**src/rtl/im_loader_pkg.sv**
```systemverilog
// -----------------------------------------------------------------------------
// im_loader_pkg
// Shared constants for the instruction-memory loader and the instruction
// memory itself: address width, bytes per word and the loader FSM encoding.
// ST_CHECK is only reached when the loader is built with IM_LOADER_CHECKSUM_EN.
// -----------------------------------------------------------------------------
package im_loader_pkg;

  localparam int IM_ADDR_W  = 10;
  localparam int WORD_BYTES = 4;

  localparam logic [2:0] ST_IDLE  = 3'd0;
  localparam logic [2:0] ST_LOAD  = 3'd1;
  localparam logic [2:0] ST_WRITE = 3'd2;
  localparam logic [2:0] ST_DONE  = 3'd3;
  localparam logic [2:0] ST_CHECK = 3'd4;

endpackage

```
**src/rtl/im_loader.sv**
```systemverilog
// -----------------------------------------------------------------------------
// im_loader
// Streams a boot image into instruction memory one byte at a time, packs the
// bytes big-endian into 32-bit words and issues one write per word while
// holding the CPU fetch path frozen.
//
// Optional feature (define IM_LOADER_CHECKSUM_EN): keeps a running XOR of the
// image bytes and accepts one trailing checksum byte; a mismatch raises err
// and keeps the CPU held.
//
// Ports
//   clk        : clock, rising edge
//   rst        : asynchronous reset, active low
//   start      : one-cycle request to begin a load (honoured in IDLE/DONE)
//   byte_valid : byte_data valid this cycle
//   byte_data  : image byte stream, big-endian within each word
//   byte_last  : final image byte (qualified by byte_valid)
//   byte_ready : loader accepts a byte this cycle
//   we         : instruction-memory write strobe (one cycle per word)
//   waddr      : word-aligned byte address of the write
//   wdata      : assembled instruction word
//   cpu_hold   : freezes the PC/fetch path while high
//   done       : load finished (level)
//   err        : load failed (level; constant 0 without the checksum)
// -----------------------------------------------------------------------------
module im_loader
  import im_loader_pkg::*;
#(
  parameter int WORDS = 256
) (
  input  logic                 clk,
  input  logic                 rst,
  input  logic                 start,
  input  logic                 byte_valid,
  input  logic [7:0]           byte_data,
  input  logic                 byte_last,
  output logic                 byte_ready,
  output logic                 we,
  output logic [IM_ADDR_W-1:0] waddr,
  output logic [31:0]          wdata,
  output logic                 cpu_hold,
  output logic                 done,
  output logic                 err
);

  // Wide enough to hold WORDS itself so the index never wraps.
  localparam int IDX_W = $clog2(WORDS + 1);

  logic [2:0]       state;
  logic [IDX_W-1:0] word_idx;
  logic [1:0]       byte_cnt;
  logic             last_seen;
  logic             accept;
  logic             load_end;

  // First byte of a word clears the rest, so a short final word is zero-filled.
  function automatic logic [31:0] put_byte(input logic [31:0] word,
                                           input logic [1:0]  idx,
                                           input logic [7:0]  b);
    logic [31:0] w;
    w = word;
    case (idx)
      2'd0:    w = {b, 24'h000000};
      2'd1:    w[23:16] = b;
      2'd2:    w[15:8]  = b;
      default: w[7:0]   = b;
    endcase
    return w;
  endfunction

`ifdef IM_LOADER_CHECKSUM_EN
  logic [7:0] csum;
  logic       err_q;

  assign byte_ready = (state == ST_LOAD) || (state == ST_CHECK);
  assign err        = err_q;
`else
  assign byte_ready = (state == ST_LOAD);
  assign err        = 1'b0;
`endif

  assign accept   = byte_valid && byte_ready;
  assign we       = (state == ST_WRITE);
  assign waddr    = IM_ADDR_W'(word_idx) << 2;
  assign load_end = last_seen || (word_idx == IDX_W'(WORDS - 1));

  always_ff @(posedge clk or negedge rst) begin
    if (!rst) begin
      state     <= ST_IDLE;
      word_idx  <= '0;
      byte_cnt  <= '0;
      last_seen <= 1'b0;
      wdata     <= '0;
      cpu_hold  <= 1'b0;
      done      <= 1'b0;
`ifdef IM_LOADER_CHECKSUM_EN
      csum      <= '0;
      err_q     <= 1'b0;
`endif
    end else begin
      case (state)
        ST_IDLE, ST_DONE: begin
          if (start) begin
            word_idx  <= '0;
            byte_cnt  <= '0;
            last_seen <= 1'b0;
            done      <= 1'b0;
            cpu_hold  <= 1'b1;
`ifdef IM_LOADER_CHECKSUM_EN
            csum      <= '0;
            err_q     <= 1'b0;
`endif
            state     <= ST_LOAD;
          end
        end

        ST_LOAD: begin
          if (accept) begin
            wdata <= put_byte(wdata, byte_cnt, byte_data);
`ifdef IM_LOADER_CHECKSUM_EN
            csum  <= csum ^ byte_data;
`endif
            if (byte_last || (byte_cnt == 2'(WORD_BYTES - 1))) begin
              byte_cnt  <= '0;
              last_seen <= byte_last;
              state     <= ST_WRITE;
            end else begin
              byte_cnt  <= byte_cnt + 2'd1;
            end
          end
        end

        // we is high for this single cycle; the index moves on afterwards.
        ST_WRITE: begin
          word_idx <= word_idx + 1'b1;
          if (load_end) begin
`ifdef IM_LOADER_CHECKSUM_EN
            state    <= ST_CHECK;
`else
            done     <= 1'b1;
            cpu_hold <= 1'b0;
            state    <= ST_DONE;
`endif
          end else begin
            state <= ST_LOAD;
          end
        end

`ifdef IM_LOADER_CHECKSUM_EN
        // A bad checksum leaves the CPU held so it never runs a corrupt image.
        ST_CHECK: begin
          if (accept) begin
            err_q    <= (byte_data != csum);
            cpu_hold <= (byte_data != csum);
            done     <= 1'b1;
            state    <= ST_DONE;
          end
        end
`endif

        default: state <= ST_IDLE;
      endcase
    end
  end

endmodule

```
**config.mk**
```make
export PLATFORM = sky130hd
export DESIGN_NAME = im_loader
export DESIGN_NICKNAME = d
export VERILOG_FILES = /design/src/rtl/im_loader_pkg.sv /design/src/rtl/im_loader.sv
export SDC_FILE = /design/constraint.sdc
export NUM_CORES = 1
export LEC_CHECK = 0
export CAP_MARGIN = 20
export CORE_MARGIN = 2
export CORE_UTILIZATION = 36
export CTS_CLUSTER_SIZE = 28
export DETAILED_ROUTE_END_ITERATION = 16
export PLACE_DENSITY_LB_ADDON = 0.12
export REMOVE_ABC_BUFFERS = 1
export SYNTH_ARGS = -nofsm -noshare
export SYNTH_HDL_FRONTEND = slang
export SYNTH_SLANG_ARGS = --single-unit
```
**constraint.sdc**
```tcl
create_clock -name clk -period 2.8 [get_ports clk]
set_input_delay 0.42 -clock clk [delete_from_list [all_inputs] [get_ports clk]]
set_output_delay 0.42 -clock clk [all_outputs]
set_load 0.01 [all_outputs]
```
==> impl_metrics.tcl <==
set metrics [dict create \
    startpoint_type "register" \
    leakagePower_nw 1.28 \
    use_met3 0.0417 \
    grt_overflow 0 \
    port_buffers 56 \
    layout.cells.non_filler 329 \
    timing.fmax_ghz 0.449 \
    report.final.slew_viol_count 0 \
    wirelength_microns 4830 \
    grt_pass1_wl_microns 7950 \
    ys_top_cells_by_area "dfrtp_1 54%, a22o_1 6.6%, mux2_2 4.5%, ha_1 4.5%, buf_4 4.4%" \
    use_met1 0.201 \
    core_area_sq_um 5960 \
    post_drt_wl_per_cell_microns 14.7 \
    min_period_ns 2.23 \
    syn_to_final_growth_pct 31.0 \
    synth_ff_type "dfrtp_1" \
    clock_insertion_delay_worst_skew_ns 0.30 \
    end_kind "output port" \
    rsz0062_at_grt "false" \
    cts_buffers 5 \
    ir_drop_v 0.000573 \
    antenna_cells 0 \
    synth_edf_count 0 \
    fin_skew_ns 0.00815 \
    clkSinkCount 48 \
    drtAntennaViolNets 0 \
    hold_buffers 0 \
    syn_inst 202 \
    seq_area_frac_synth 0.536 \
    critPathMaxFanout 12 \
    tightest_slew_ns 0.603 \
    crit_required_ns 2.38 \
    drt-pass1-iter-count 4 \
    arrival_ns 1.81 \
    cts_resized 0 \
    syn_area_sq_um 2240 \
    row_count 28 \
    htreeDepth 2 \
    root_buffer "clkbuf_8" \
    io_pins 60 \
    post-route-period-util 0.796 \
    run_status "completed" \
    synth_seq_cells 48 \
    synth.distinct_cells 34 \
    cts_setup_buffers 0 \
    cts_tree "yes" \
    route.detailed.drc 0 \
    finalHoldViolCount 0 \
    die-area_sq_um 6870 \
    via_count 1627 \
    syn_area_per_cell_sq_um 11.1 \
    viasPerCell 4.95 \
    top_usage_layer "met2" \
    yosys.area.top_type "dfrtp_1" \
    gp_congestion 0.766 \
    globalRouteMet2Util 0.219 \
    grt_pass1_vias 1498 \
    clk_pin_slew_ns 0.09 \
    die_h_microns 82.9 \
    drive_gt1_frac 0.110 \
    yosysWarnings 0 \
    place_inst 321 \
    drt_iter0_drc 77 \
    relSlewSlack 0.598 \
    die_width_microns 82.9 \
    maxCapViolCount 0 \
    hold_path.class "primary input to asynchronous set/reset pin" \
    power.density_nw_per_um2 1020 \
    dp_hpwl_microns 3440 \
    synth.top_cell.area_share 0.536 \
    critPathKind "register to output port" \
    grt_max_degree 49 \
    antenna_found_initial 0 \
    async_reset_ff_frac 1.00 \
    tns_ns 0 \
    start_util 0.376 \
    grt_use_total 0.145 \
    ctsLongestPathBuffers 2 \
    setup_viol 0 \
    layout.nets 274 \
]
[cells in the final DEF, fill, tap and decap left out]
master / instances
a22o_2: 1
bufinv_16: 1
buf_2: 1
a21o_1: 1
nand3_2: 1
a31oi_1: 1
nor2_1: 12
dfrtp_1: 48
nor3_1: 3
a31oi_4: 2
or3_1: 1
nand3b_1: 1
o2bb2ai_1: 1
mux2i_2: 1
inv_1: 7
a21oi_1: 4
a32o_1: 1
or2b_1: 1
a22o_1: 17
nand3_1: 8
ha_1: 8
xnor2_1: 2
clkbuf_8: 7
nand2_1: 17
nand4_1: 1
o21ai_0: 19
nand2b_1: 8
conb_1: 3
o41ai_1: 1
clkdlybuf4s50_1: 55
and3_1: 3
nor2b_1: 1
mux2_2: 9
o211ai_1: 1
mux2i_1: 1
buf_4: 5
[power breakdown]
part	switching (mW)	internal, mW	leakage (nW)	total (mW)
registers	0.154	0.930	0.635	1.08
clock network	0.233	0.315	0.0645	0.548
logic	0.645	0.723	0.579	1.37
total	1.03	1.97	1.28	3.00
[cells by family after synthesis]
| family | after synthesis | share of synthesized area |
|---|---|---|
| XOR/XNOR | 2 | 0.00782 |
| buffers and inverters | 26 | 0.0676 |
| flip-flops | 48 | 0.536 |
| other | 1 | 0.00167 |
| AND/OR/NAND/NOR | 57 | 0.123 |
| multiplexers | 11 | 0.0558 |
| adder cells (fa/ha/maj) | 8 | 0.0447 |
| AO/OA/AOI/OAI | 49 | 0.163 |
[cell usage after synthesis, types with 3 or more instances]
master    instances
dfrtp_1          48
nand2_1          17
inv_1             7
buf_4            13
ha_1              8
mux2_2            9
buf_2             4
o21ai_0          19
nor2_1           12
nand2b_1          8
a21oi_1           4
nand3_1           8
nor3_1            3
and3_1            3
a22o_1           17
[registers in the layout, summed over array words and instances (netlist names)]
name and count:
last_seen 1, wdata 32, state 2, byte_cnt 2
done 1, cpu_hold 1, word_idx 9
[per-layer routing]
metal,vias up,wire length (microns),share of wire
met5,-,0,0
met2,49,2200,0.46
met3,6,236,0.049
met1,776,2330,0.48
li1,796,-,-
met4,0,60,0.012
[final timing paths]
kind	start	to	slack (ns)	cells after the start
max reg2reg	state[1]	wdata[13]	0.95	6
max	state[0]	we	0.57	3
min reg2reg	wdata[0]	wdata[0]	0.48	2
min	rst	wdata[0]	0.20	2
max in group asynchronous	rst	word_idx[5]	2.19	2
min in group clk	wdata[0]	wdata[0]	0.48	2
[through the flow]
| step | instance area, sq um | util | power [mW] | setup slack [ns] | hold WS [ns] |
|---|---|---|---|---|---|
| 2_1_floorplan | 2120 | - | 1.78 | 1.05 | 0.124 |
| 3_3_place_gp | 2810 | 0.472 | 2.47 | 0.776 | 0.461 |
| 3_5_place_dp | 2810 | 0.472 | 2.48 | 0.741 | 0.469 |
| 4_1_cts | 2940 | 0.493 | 3.03 | 0.559 | 0.222 |
| 5_1_grt | 2940 | 0.493 | 3.20 | 0.478 | 0.259 |
| 6_report | 2940 | 0.493 | 3.00 | 0.571 | 0.198 |
[layout make-up]
cell class	instances	area, sq um
clock inverter	1	30.0
tap	75	93.8
fill	577	3020
multi-input combinational	130	896
sequential	48	1200
clock buffer	7	96.3
timing repair buffer	61	593
inverter	7	26.3
[worst max-delay path: stages, from the launching register on]
cell and delay (ns):
dfrtp_1 0.39, inv_1 0.07, ha_1 0.42, clkdlybuf4s50_1 0.63
No activity file was read; power rests on OpenSTA's default activity.
